### src/rtl/key_sel_pkg.sv
// Shared types, defaults and helpers for the key-driven 2-bit selection stepper.
package key_sel_pkg;

    localparam int NUM_KEYS            = 2;
    localparam int KEY_UP              = 0;
    localparam int KEY_DOWN            = 1;
    localparam int DEF_DEBOUNCE_CYCLES = 50000;
    localparam int DEF_REPEAT_DELAY    = 25000000;
    localparam int DEF_REPEAT_PERIOD   = 5000000;

    typedef enum logic [1:0] {IDLE, HOLD, REPEAT} state_e;
    typedef enum logic {UP, DOWN} dir_e;

    // Counter width for a counter running 0 .. n-1, never narrower than one bit.
    function automatic int cnt_width(input int n);
        return (n < 2) ? 1 : $clog2(n);
    endfunction

    // Wrapping one-position move of the 2-bit selection.
    function automatic logic [1:0] step_sel(input logic [1:0] cur, input dir_e dir);
        return (dir == UP) ? cur + 2'd1 : cur - 2'd1;
    endfunction

endpackage

### src/rtl/key_debouncer.sv
// Two-flop synchroniser followed by a run-length debounce filter for one raw button.
module key_debouncer
    import key_sel_pkg::*;
#(
    parameter int DEBOUNCE_CYCLES = DEF_DEBOUNCE_CYCLES
) (
    input  logic clock,
    input  logic reset,
    input  logic raw,
    output logic level
);

    localparam int              CW       = cnt_width(DEBOUNCE_CYCLES);
    localparam logic [CW-1:0]   CNT_LAST = CW'(DEBOUNCE_CYCLES - 1);

    logic [1:0]    sync_q;
    logic [CW-1:0] cnt_q;

    always_ff @(posedge clock or negedge reset) begin
        if (!reset) begin
            sync_q <= '0;
            cnt_q  <= '0;
            level  <= 1'b0;
        end else begin
            sync_q <= {sync_q[0], raw};
            // Any sample agreeing with the accepted level restarts the run.
            if (sync_q[1] == level) begin
                cnt_q <= '0;
            end else if (cnt_q == CNT_LAST) begin
                level <= ~level;
                cnt_q <= '0;
            end else begin
                cnt_q <= cnt_q + 1'b1;
            end
        end
    end

endmodule

### src/rtl/key_sel_stepper.sv
// Debounced up/down buttons stepping a wrapping 2-bit selection, with hold-to-repeat
// and a one-cycle strobe on every selection update.
module key_sel_stepper
    import key_sel_pkg::*;
#(
    parameter int DEBOUNCE_CYCLES = DEF_DEBOUNCE_CYCLES,
    parameter int REPEAT_DELAY    = DEF_REPEAT_DELAY,
    parameter int REPEAT_PERIOD   = DEF_REPEAT_PERIOD
) (
    input  logic       clock,
    input  logic       reset,
    input  logic       key_up,
    input  logic       key_down,
    input  logic       clear,
    output logic [1:0] sel,
    output logic       sel_strobe,
    output logic [1:0] keys_db
);

    localparam int            TMAX        = (REPEAT_DELAY > REPEAT_PERIOD) ? REPEAT_DELAY : REPEAT_PERIOD;
    localparam int            TW          = cnt_width(TMAX);
    localparam bit            REPEAT_EN   = (REPEAT_DELAY > 0);
    localparam logic [TW-1:0] DELAY_LAST  = REPEAT_EN ? TW'(REPEAT_DELAY - 1) : '0;
    localparam logic [TW-1:0] PERIOD_LAST = TW'(REPEAT_PERIOD - 1);

    logic [NUM_KEYS-1:0] raw_keys;
    logic [NUM_KEYS-1:0] keys_db_q;
    logic [NUM_KEYS-1:0] press;

    assign raw_keys = {key_down, key_up};

    genvar g;
    generate
        for (g = 0; g < NUM_KEYS; g++) begin : g_key
            key_debouncer #(
                .DEBOUNCE_CYCLES (DEBOUNCE_CYCLES)
            ) u_db (
                .clock (clock),
                .reset (reset),
                .raw   (raw_keys[g]),
                .level (keys_db[g])
            );
        end
    endgenerate

    assign press = keys_db & ~keys_db_q;

    state_e        state_q, state_d;
    dir_e          dir_q, dir_d;
    logic [TW-1:0] timer_q, timer_d;
    logic          step;
    logic          active_held;
    logic          clear_q;
    logic [1:0]    sel_d;
    logic          strobe_d;

    assign active_held = (dir_q == UP) ? keys_db[KEY_UP] : keys_db[KEY_DOWN];

    always_ff @(posedge clock or negedge reset) begin
        if (!reset) begin
            state_q    <= IDLE;
            dir_q      <= UP;
            timer_q    <= '0;
            keys_db_q  <= '0;
            clear_q    <= 1'b0;
            sel        <= 2'd0;
            sel_strobe <= 1'b0;
        end else begin
            state_q    <= state_d;
            dir_q      <= dir_d;
            timer_q    <= timer_d;
            keys_db_q  <= keys_db;
            clear_q    <= clear;
            sel        <= sel_d;
            sel_strobe <= strobe_d;
        end
    end

    always_comb begin
        state_d = state_q;
        dir_d   = dir_q;
        timer_d = timer_q;
        step    = 1'b0;
        unique case (state_q)
            IDLE: begin
                // Two simultaneous presses cancel each other out.
                if (press[KEY_UP] ^ press[KEY_DOWN]) begin
                    step    = 1'b1;
                    dir_d   = press[KEY_UP] ? UP : DOWN;
                    timer_d = '0;
                    state_d = HOLD;
                end
            end
            HOLD: begin
                if (!active_held) begin
                    state_d = IDLE;
                end else if (REPEAT_EN && timer_q == DELAY_LAST) begin
                    step    = 1'b1;
                    timer_d = '0;
                    state_d = REPEAT;
                end else if (REPEAT_EN) begin
                    timer_d = timer_q + 1'b1;
                end
            end
            REPEAT: begin
                if (!active_held) begin
                    state_d = IDLE;
                end else if (timer_q == PERIOD_LAST) begin
                    step    = 1'b1;
                    timer_d = '0;
                end else begin
                    timer_d = timer_q + 1'b1;
                end
            end
            default: state_d = IDLE;
        endcase
    end

    // Clear wins over a coincident step; only its first cycle produces a strobe.
    always_comb begin
        sel_d    = sel;
        strobe_d = 1'b0;
        if (clear) begin
            sel_d    = 2'd0;
            strobe_d = ~clear_q;
        end else if (step) begin
            sel_d    = step_sel(sel, dir_d);
            strobe_d = 1'b1;
        end
    end

endmodule
### config.mk
export PLATFORM = sky130hd
export DESIGN_NAME = key_sel_stepper
export DESIGN_NICKNAME = d
export VERILOG_FILES = /design/src/rtl/key_sel_pkg.sv /design/src/rtl/key_debouncer.sv /design/src/rtl/key_sel_stepper.sv
export SDC_FILE = /design/constraint.sdc
export NUM_CORES = 1
export LEC_CHECK = 0
export BUFFER_PORTS_ARGS = -buffer_cell sky130_fd_sc_hd__buf_2
export CORE_UTILIZATION = 50
export DETAILED_ROUTE_END_ITERATION = 6
export HOLD_SLACK_MARGIN = 0.1
export PLACE_DENSITY = 0.74
export SYNTH_ARGS = -nofsm -noshare
export SYNTH_HDL_FRONTEND = slang
export SYNTH_SLANG_ARGS = --single-unit
### constraint.sdc
create_clock -name clock -period 2.8 [get_ports clock]
set_input_delay 0.56 -clock clock [delete_from_list [all_inputs] [get_ports clock]]
set_output_delay 0.56 -clock clock [all_outputs]
set_load 0.005 [all_outputs]
==> metrics.txt, run 1 <==
all-layer global routing usage=a little over a fifth; Crit Path Max Fanout=13; Cell Area, Synth=roughly 0.004 mm²; Seq pwr share=52.9%; post-synthesis sequential area ratio=about 45%; Max Cap Viol=0; Die X=91.5 µm; area leader, netlist=dfrtp_1; GRT Residual Overflow=0; proportion of power drawn by the clock network=between 40 and 50%; Slowest-stage cell, CP=a311oi_4; setup_tns=0 ps; Syn Area/Cell=between 9 and 10 µm²; area grow syn2layout=8.33%; PortBufs=9; DR iter-0 viols=212; Critical Path Start Type=flip-flop; Placer Congestion=slightly below 0.9; core region area=around 0.0077 mm²; cts repair resizes=0; final slew viol count=0; count leader, synth=dfrtp_1; CP peak stage delay=between 600 and 700 ps; H-tree depth=3; Max clock buf depth=2; worst path arrival time=roughly 2700 ps; crit share post-route=roughly nine tenths; Setup crit end=timer_q[12]$_DFFE_PN0P_; Worst setup EP type=flip-flop; combinational cell fraction of total power=2.9%; Final Skew=between 10 and 15 ps; Synth Register Bits=between 70 and 80; syn nets=~430; I/O Pins=10; unrepaired setup endpoints after global routing=no; n_diodes=0; Post-DP HPWL=roughly 5600 µm; CTS Root Cell=clkbuf_8; synth warn=0; RR Startpoint=timer_q[15]$_DFFE_PN0P_; Vias=roughly 3100; P per Cell Area=about 460 mW/mm²; Rows=32; Net Sw Frac=about 22%; vias in the first global route=a little under 3000; layout cells sized above 1=12.7%; FFs w/ async S/R, synth=between 90% and 100%; status=complete, no violations; Post-synth EDFFs=0; Post-CTS Setup Bufs=0; Final Hold Viols=0; drt pass-1 iters=4; Worst Max-Slew Pin Slew=between 700 and 800 ps; Post-CTS Hold Fix Bufs=0; CP Cell Sequence=or4b_4, nor4_4, nand2_2, a311oi_4, o22ai_1; Final Core Density=56.2%; Via density=between 5 and 6; Synth top area share=44.9%; CTS tree=yes; CTS Buf Count=9; P_int=~1600 µW; max_slew headroom=around 48%; top cells by area, synth=dfrtp_1, xor2_1, nor2_1; wire length per cell=15.5 µm; CTS clk-pin slew, worst paths=around 70 ps; antenna-violating nets left=0; die area=0.00838 mm²; leak pwr=between 0.0015 and 0.002 µW; worst setup path start=timer_q[15]$_DFFE_PN0P_; final wirelength=approximately 8200 µm; Layout Nets=433; r2r endpoint=timer_q[12]$_DFFE_PN0P_; Starting Density=between 50 and 60%; R2R Setup Slk=about 280 ps; Top FF cell, synth=dfrtp_1; Crit Path Class=flip-flop to flip-flop; largest net degree at the start of global routing=46; Clock Latency Late Sink=between 300 and 400 ps; Worst EP required=about 3000 ps; min-delay worst type=primary input to async pin; Reg2Reg Depth=5; antenna violations before repair=0; DRC errors left=0; Clock Sinks=a little over 70; synth unique cells=61; worst vdd ir=~0.00045 V; # setup viols final=0; fmax=between 300 and 400 MHz; Mapped Cells=just over 400; Tmin final=between 2000 and 3000 ps; first-pass GRT wire length=between 10000 and 15000 µm; synth cell count leaders=dfrtp_1, nor2_1, nand2_1, nand3_1, xor2_1; NetSw=between 400 and 500 µW; Final Power=~2000 µW; die height=between 90 and 100 µm
## state kept, by name (all words and copies together), names as in the netlist
name and flops:
keys_db_q 2, sel 2, g_key.u_db.cnt_q 32, dir_q 1, timer_q 25, state_q 2, sel_strobe 1, g_key.u_db.sync_q 4
clear_q 1, g_key.u_db.level 2
## through the flow
step | area [µm²] | hold WS (ps) | std cells | worst slack (ps)
2_1_floorplan | 4010 | 264 | 413 | 610
3_3_place_gp | 4120 | 332 | 512 | 221
3_5_place_dp | 4120 | 335 | 512 | 103
4_1_cts | 4330 | 262 | 527 | 80.9
5_1_grt | 4340 | 280 | 527 | 138
6_report | 4340 | 244 | 527 | 279
## worst min-delay path by stage
stage | endpoint | slack [ps] | depth (start not counted)
final | timer_q[2]$_DFFE_PN0P_ | 240 | 1
after global routing | g_key[0].u_db.cnt_q[11]$_DFF_PN0_ | 280 | 1
after CTS | g_key[0].u_db.cnt_q[11]$_DFF_PN0_ | 260 | 1
after detailed placement | g_key[0].u_db.sync_q[1]$_DFF_PN0_ | 330 | 0
after global placement | g_key[1].u_db.sync_q[1]$_DFF_PN0_ | 330 | 0
after floorplan | clear_q$_DFF_PN0_ | 260 | 0
## per-layer routing
layer  track usage (%)  vias up  routed length, µm
met5                 0        -                  0
met3              6.20        9                412
li1                  -     1526                  -
met2              34.8       74               3930
met4              6.35        0                 95
met1              27.7     1512               3740
## worst max-delay path, delay by kind of cell (launching register included)
kind               cells  cell delay, ps
DFF                    1             470
AOI/OAI and AO/OA      2             860
and+or+nand+nor        3            1050
## cell usage in the layout (no fill, tap or decap), types with 6 or more instances in the layout
cell type and instances:
nor3_1 8, o2111ai_1 12, buf_2 9, dfrtp_1 72, o21ai_0 9, and4_1 6
xor2_1 21, a21oi_1 11, nand3_1 22, nor2_1 48, ha_1 7, nand2_1 35
buf_4 7, inv_1 13, o211ai_1 9, or4_1 8, xnor2_1 16, clkbuf_8 9
nand4_1 17
## cell families (layout without fill, tap and decap cells)
| group | after synthesis | count (layout) | synth area share [%] |
|---|---|---|---|
| flip-flops | 72 | 72 | 44.9 |
| AND/OR/NAND/NOR | 187 | 187 | 25.3 |
| adder cells (fa/ha/maj) | 7 | 7 | 2.18 |
| XOR/XNOR | 37 | 37 | 8.08 |
| multiplexers | 6 | 6 | 1.62 |
| buffers and inverters | 33 | 45 | 4.59 |
| AO/OA/AOI/OAI | 71 | 71 | 13.3 |
## power by group through the flow
stage,clock network [µW],logic [µW],registers (µW)
global route,948,68.7,1070
finish,888,59.0,1060
global placement,0,59.6,1080
floorplan,0,26.3,1080
CTS,903,61.3,1060
detailed placement,0,60.9,1080
## layout make-up
type / instances / area [µm²]
multi-input cells: 308 / 2040
clock inverters: 5 / 81.3
flip-flops and latches: 72 / 1800
fillers: 662 / 3380
inverters: 13 / 48.8
clock buffers: 10 / 128
repair buffers: 17 / 118
well taps: 102 / 128
No activity file was read; power rests on OpenSTA's default activity.
==> run 2: changes to the inputs <==
--- a/config.mk
+++ b/config.mk
@@ -10,6 +10,7 @@
 export DETAILED_ROUTE_END_ITERATION = 6
 export HOLD_SLACK_MARGIN = 0.1
 export PLACE_DENSITY = 0.74
+export RECOVER_POWER = 100
 export SYNTH_ARGS = -nofsm -noshare
 export SYNTH_HDL_FRONTEND = slang
 export SYNTH_SLANG_ARGS = --single-unit
==> metrics.txt, run 2 (synthesis gave the netlist of run 1 again) <==
dpl ws=103 ps (unchanged); Final Power=2010 µW (about the same); drt pass-1 iters=4 (unchanged); most frequent cells in the layout=dfrtp_1, nor2_1, nand2_1 (unchanged); H-tree depth=3 (unchanged); fmax=387 MHz (was 397 MHz); antenna violations before repair=0 (unchanged); worst path arrival time=2800 ps (was 2720 ps); CP top delay family=simple AND/OR/NAND/NOR gates (unchanged); most frequent CP cell=o211ai_1; final slew viol count=28 (was 0); Via density=5.92 (about the same); Layout Nets=433 (unchanged); final wirelength=8150 µm (was 8190 µm); Hold Startpoint=key_up; r2r endpoint=timer_q[9]$_DFFE_PN0P_ (was timer_q[12]$_DFFE_PN0P_); CTS Buf Count=9 (unchanged); setup_tns=0 ps (unchanged); status=complete, but fails checks (was complete, no violations); Rows=32 (unchanged); crit share post-route=92.3% (was 90.0%); Clock Sinks=72 (unchanged); Crit Path Class=flip-flop to flip-flop (unchanged); largest registers=g_key.u_db.cnt_q: 32 flops, timer_q: 25 flops, g_key.u_db.sync_q: 4 flops (unchanged); Max Cap Viol=1 (was 0); DRC errors left=0 (unchanged); core region area=0.00773 mm² (unchanged); number of flip-flops in the largest register=32 (unchanged); WP buf/inv=1 (was 0); Worst setup EP type=flip-flop (unchanged); wire length per cell=15.5 µm (about the same); hold depth=1; most common cell after layout, fill and taps aside=dfrtp_1 (unchanged); leak pwr=0.00175 µW (was 0.00178 µW); unrepaired setup endpoints after global routing=no (unchanged); Post-DP HPWL=5550 µm (unchanged); Clock Latency Late Sink=350 ps (about the same); Starting Density=51.9% (unchanged); n_diodes=0 (unchanged); Max clock buf depth=2 (unchanged); CP Cell Sequence=or4b_4, nor4_4, clkbuf_1, a21boi_2, o211ai_1, o211ai_1 (was or4b_4, nor4_4, nand2_2, a311oi_4, o22ai_1); Biggest register=g_key.u_db.cnt_q (unchanged); area grow syn2layout=7.90% (was 8.33%); antenna-violating nets left=0 (unchanged); Post-CTS Setup Bufs=0 (unchanged); CTS Root Cell=clkbuf_8 (unchanged); Die X=91.5 µm (unchanged); Crit Path Max Fanout=16 (was 13); die height=91.5 µm (unchanged); Worst Max-Slew Pin Slew=1610 ps (was 777 ps); first-pass GRT wire length=14100 µm (unchanged); P per Cell Area=465 mW/mm² (was 463 mW/mm²); Placer Congestion=0.874 (unchanged); worst setup path start=timer_q[15]$_DFFE_PN0P_ (unchanged); largest net degree at the start of global routing=46 (unchanged); vias in the first global route=2953 (unchanged); Cell Area, Placed=0.00412 mm² (unchanged); die area=0.00838 mm² (unchanged); CTS clk-pin slew, worst paths=70 ps (about the same); hold endpoint=g_key[0].u_db.sync_q[0]$_DFF_PN0_; PortBufs=9 (unchanged); failing checks=capacitance limit, slew limit; Slowest-stage cell, CP=or4b_4 (was a311oi_4); setup ws final=217 ps (was 279 ps); critical path depth=6 (was 5); Tmin final=2580 ps (was 2520 ps); R2R Setup Slk=220 ps (was 280 ps); DR iter-0 viols=180 (was 212); min-delay worst type=primary input to flip-flop (was primary input to async pin); GRT Residual Overflow=0 (unchanged); I/O Pins=10 (unchanged); worst vdd ir=0.000451 V (about the same); CTS tree=yes (unchanged); layout cells sized above 1=10.6% (was 12.7%); fin area=0.00433 mm² (was 0.00434 mm²); # setup viols final=0 (unchanged); Final Hold Viols=0 (unchanged); Worst EP required=3020 ps (was 3000 ps); fillers=669 (was 662); all-layer global routing usage=21.4% (unchanged); Reg2Reg Depth=6 (was 5); max_slew headroom=-7.46% (was 47.9%); RR Startpoint=timer_q[15]$_DFFE_PN0P_ (unchanged); Critical Path Start Type=flip-flop (unchanged); Final Skew=11.9 ps (was 12.0 ps); Hold Slack=318 ps (was 244 ps); CP peak stage delay=560 ps (was 650 ps); Vias=3118 (was 3121)
run 2: worst max-delay path by stage:
stage                                         end
final                      timer_q[9]$_DFFE_PN0P_
after CTS                 timer_q[12]$_DFFE_PN0P_
after global placement    timer_q[12]$_DFFE_PN0P_
after floorplan            timer_q[7]$_DFFE_PN0P_
after detailed placement  timer_q[12]$_DFFE_PN0P_
after global routing      timer_q[12]$_DFFE_PN0P_
run 2: metal layers:
layer / wire length, µm / global-route usage, % / vias up / share of wire, %
met2: 3940 / 34.8 / 59 / 48
li1: - / - / 1529 / -
met4: 91 / 6.35 / 0 / 1.1
met5: 0 / 0 / - / 0
met3: 325 / 6.20 / 9 / 4.0
met1: 3800 / 27.7 / 1521 / 47
run 2: where the power goes:
part	leakage, µW	total, µW	internal, µW	switching, µW
Sequential	0.000988	1060	1050	10.6
Clock	0.000103	888	499	389
Combinational	0.000661	58.0	19.4	38.6
run 2: what timing repair did:
action,4_1_cts,5_1_grt
hold buffers,0,0
endpoints found under the setup margin,0,2
gates resized for setup,0,2
run 2: area by class of cell:
type / count / area [µm²] / area share, %
multi-input cells: 308 / 2040 / 47.1
flip-flops and latches: 72 / 1800 / 41.7
clock buffers: 10 / 128 / 2.95
well taps: 102 / 128 / 2.95
repair buffers: 17 / 103 / 2.37
clock inverters: 5 / 81.3 / 1.88
inverters: 13 / 48.8 / 1.13
run 2: per-stage QoR:
stage                     cells  utilization (%)
after floorplan             413                -
after global placement      512             53.3
after detailed placement    512             53.3
after CTS                   527             56.0
after global routing        527             56.0
final                       527             56.0
==> run 3: changes to the inputs <==
--- a/config.mk
+++ b/config.mk
@@ -9,6 +9,7 @@
 export CORE_UTILIZATION = 50
 export DETAILED_ROUTE_END_ITERATION = 6
 export HOLD_SLACK_MARGIN = 0.1
+export MAX_ROUTING_LAYER = met4
 export PLACE_DENSITY = 0.74
 export RECOVER_POWER = 100
 export SYNTH_ARGS = -nofsm -noshare
==> metrics.txt, run 3 (synthesis gave the netlist of run 1 again) <==
most frequent cells in the layout=dfrtp_1, nor2_1, nand2_1 (unchanged); R2R Setup Slk=210 ps (was 220 ps); r2r endpoint=timer_q[12]$_DFFE_PN0P_ (was timer_q[9]$_DFFE_PN0P_); Worst setup EP type=flip-flop (unchanged); Post-CTS Setup Bufs=0 (unchanged); CTS Buf Count=9 (unchanged); RR Startpoint=timer_q[15]$_DFFE_PN0P_ (unchanged); Crit Path Class=flip-flop to flip-flop (unchanged); Layout Nets=432 (was 433); Via density=5.96 (was 5.92); DRC errors left=0 (unchanged); max_slew headroom=-14.8% (was -7.46%); layout cells sized above 1=11.5% (was 10.6%); area grow syn2layout=6.80% (was 7.90%); Max Cap Viol=1 (unchanged); setup ws final=206 ps (was 217 ps); die height=91.5 µm (unchanged); P per Cell Area=440 mW/mm² (was 465 mW/mm²); largest net degree at the start of global routing=73 (was 46); Reg2Reg Depth=5 (was 6); antenna-violating nets left=0 (unchanged); Final Hold Viols=0 (unchanged); CTS clk-pin slew, worst paths=80 ps (was 70 ps); hold endpoint=g_key[1].u_db.sync_q[0]$_DFF_PN0_ (was g_key[0].u_db.sync_q[0]$_DFF_PN0_); setup_tns=0 ps (unchanged); drt pass-1 iters=5 (was 4); worst vdd ir=0.000415 V (was 0.000451 V); min-delay worst type=primary input to flip-flop (unchanged); Worst Max-Slew Pin Slew=1720 ps (was 1610 ps); H-tree depth=3 (unchanged); Max clock buf depth=2 (unchanged); final wirelength=8000 µm (was 8150 µm); all-layer global routing usage=21.6% (was 21.4%); worst path arrival time=2790 ps (was 2800 ps); GRT Residual Overflow=0 (unchanged); n_diodes=0 (unchanged); fmax=385 MHz (was 387 MHz); Crit Path Max Fanout=13 (was 16); Final Skew=6.62 ps (was 11.9 ps); wire length per cell=15.2 µm (was 15.5 µm); dpl ws=117 ps (was 103 ps); Critical Path Start Type=flip-flop (unchanged); Tmin final=2590 ps (was 2580 ps); fin area=0.00428 mm² (was 0.00433 mm²); Biggest register=g_key.u_db.cnt_q (unchanged); Worst EP required=3000 ps (was 3020 ps); Die X=91.5 µm (unchanged); die area=0.00838 mm² (unchanged); Post-CTS Hold Fix Bufs=0 (unchanged); Post-DP HPWL=5490 µm (was 5550 µm); Cell Area, Placed=0.00411 mm² (was 0.00412 mm²); leak pwr=0.00172 µW (was 0.00175 µW); PortBufs=9 (unchanged); status=complete, but fails checks (unchanged); antenna violations before repair=0 (unchanged); final slew viol count=73 (was 28); failing checks=capacitance limit, slew limit (unchanged); crit share post-route=92.6% (was 92.3%); Hold Slack=314 ps (was 318 ps); DR iter-0 viols=260 (was 180); I/O Pins=10 (unchanged); largest registers=g_key.u_db.cnt_q: 32 flops, timer_q: 25 flops, g_key.u_db.sync_q: 4 flops (unchanged); Hold Startpoint=key_down (was key_up); cts repair resizes=0 (unchanged); Clock Latency Late Sink=340 ps (was 350 ps); vias in the first global route=3014 (was 2953); Vias=3143 (was 3118); unrepaired setup endpoints after global routing=no (unchanged); hold depth=1 (unchanged); # setup viols final=0 (unchanged); most common cell after layout, fill and taps aside=dfrtp_1 (unchanged); CTS tree=yes (unchanged); Starting Density=51.9% (unchanged); CTS Root Cell=clkbuf_8 (unchanged); Rows=32 (unchanged); Placer Congestion=0.892 (was 0.874); number of flip-flops in the largest register=32 (unchanged); core region area=0.00773 mm² (unchanged); Final Power=1880 µW (was 2010 µW); first-pass GRT wire length=14000 µm (was 14100 µm); Clock Sinks=72 (unchanged)
## run 3: changes by cell type in the layout (fill, tap and decap cells not counted), moves of 2 or more
cell and change:
buf_2 +2, bufinv_16 -2, clkbuf_1 -4, clkinv_4 +3
## run 3: area by class of cell
type	count	area (µm²)
flip-flops and latches	72	1800
repair buffers	16	88.8
clock buffers	10	138
multi-input cells	308	2030
fillers	666	3450
well taps	102	128
inverters	13	48.8
clock inverters	6	51.3
## run 3: worst max-delay path: stages, from the launching register on
cell and delay, ps:
dfrtp_1 450, or4b_1 560, nor4_2 430, nand2_2 130
a311oi_4 690, o22ai_1 180
## run 3: worst max path at each step
| stage | start | endpoint | slack (ps) | cells past startpoint |
|---|---|---|---|---|
| 5_1_grt | timer_q[15]$_DFFE_PN0P_ | timer_q[12]$_DFFE_PN0P_ | 50 | 5 |
| 6_report | timer_q[15]$_DFFE_PN0P_ | timer_q[12]$_DFFE_PN0P_ | 210 | 5 |
| 2_1_floorplan | state_q[0]$_DFFE_PN0P_ | timer_q[7]$_DFFE_PN0P_ | 610 | 8 |
| 3_3_place_gp | timer_q[15]$_DFFE_PN0P_ | timer_q[12]$_DFFE_PN0P_ | 190 | 5 |
| 3_5_place_dp | timer_q[15]$_DFFE_PN0P_ | timer_q[12]$_DFFE_PN0P_ | 120 | 5 |
| 4_1_cts | timer_q[15]$_DFFE_PN0P_ | timer_q[12]$_DFFE_PN0P_ | 100 | 5 |
## run 3: routing by layer
metal | vias up | track usage [%] | share of wire (%)
li1 | 1527 | - | -
met1 | 1515 | 27.5 | 46
met2 | 82 | 33.5 | 48
met3 | 19 | 4.27 | 4.3
met4 | 0 | 9.66 | 2.1
met5 | - | - | 0
## run 3: metrics by stage
| step | std cells | utilization (%) |
|---|---|---|
| after floorplan | 413 | - |
| after detailed placement | 511 | 53.2 |
| final | 527 | 55.4 |
| after CTS | 527 | 55.7 |
| after global routing | 527 | 55.4 |
| after global placement | 511 | 53.2 |
## run 3: report_power, final
| group | internal [µW] | switching, µW | total, µW | leakage, µW |
|---|---|---|---|---|
| clock network | 356 | 411 | 767 | 0.0000935 |
| logic | 17.0 | 37.3 | 54.4 | 0.000643 |
| registers | 1050 | 10.9 | 1060 | 0.000988 |
| total | 1430 | 459 | 1880 | 0.00172 |
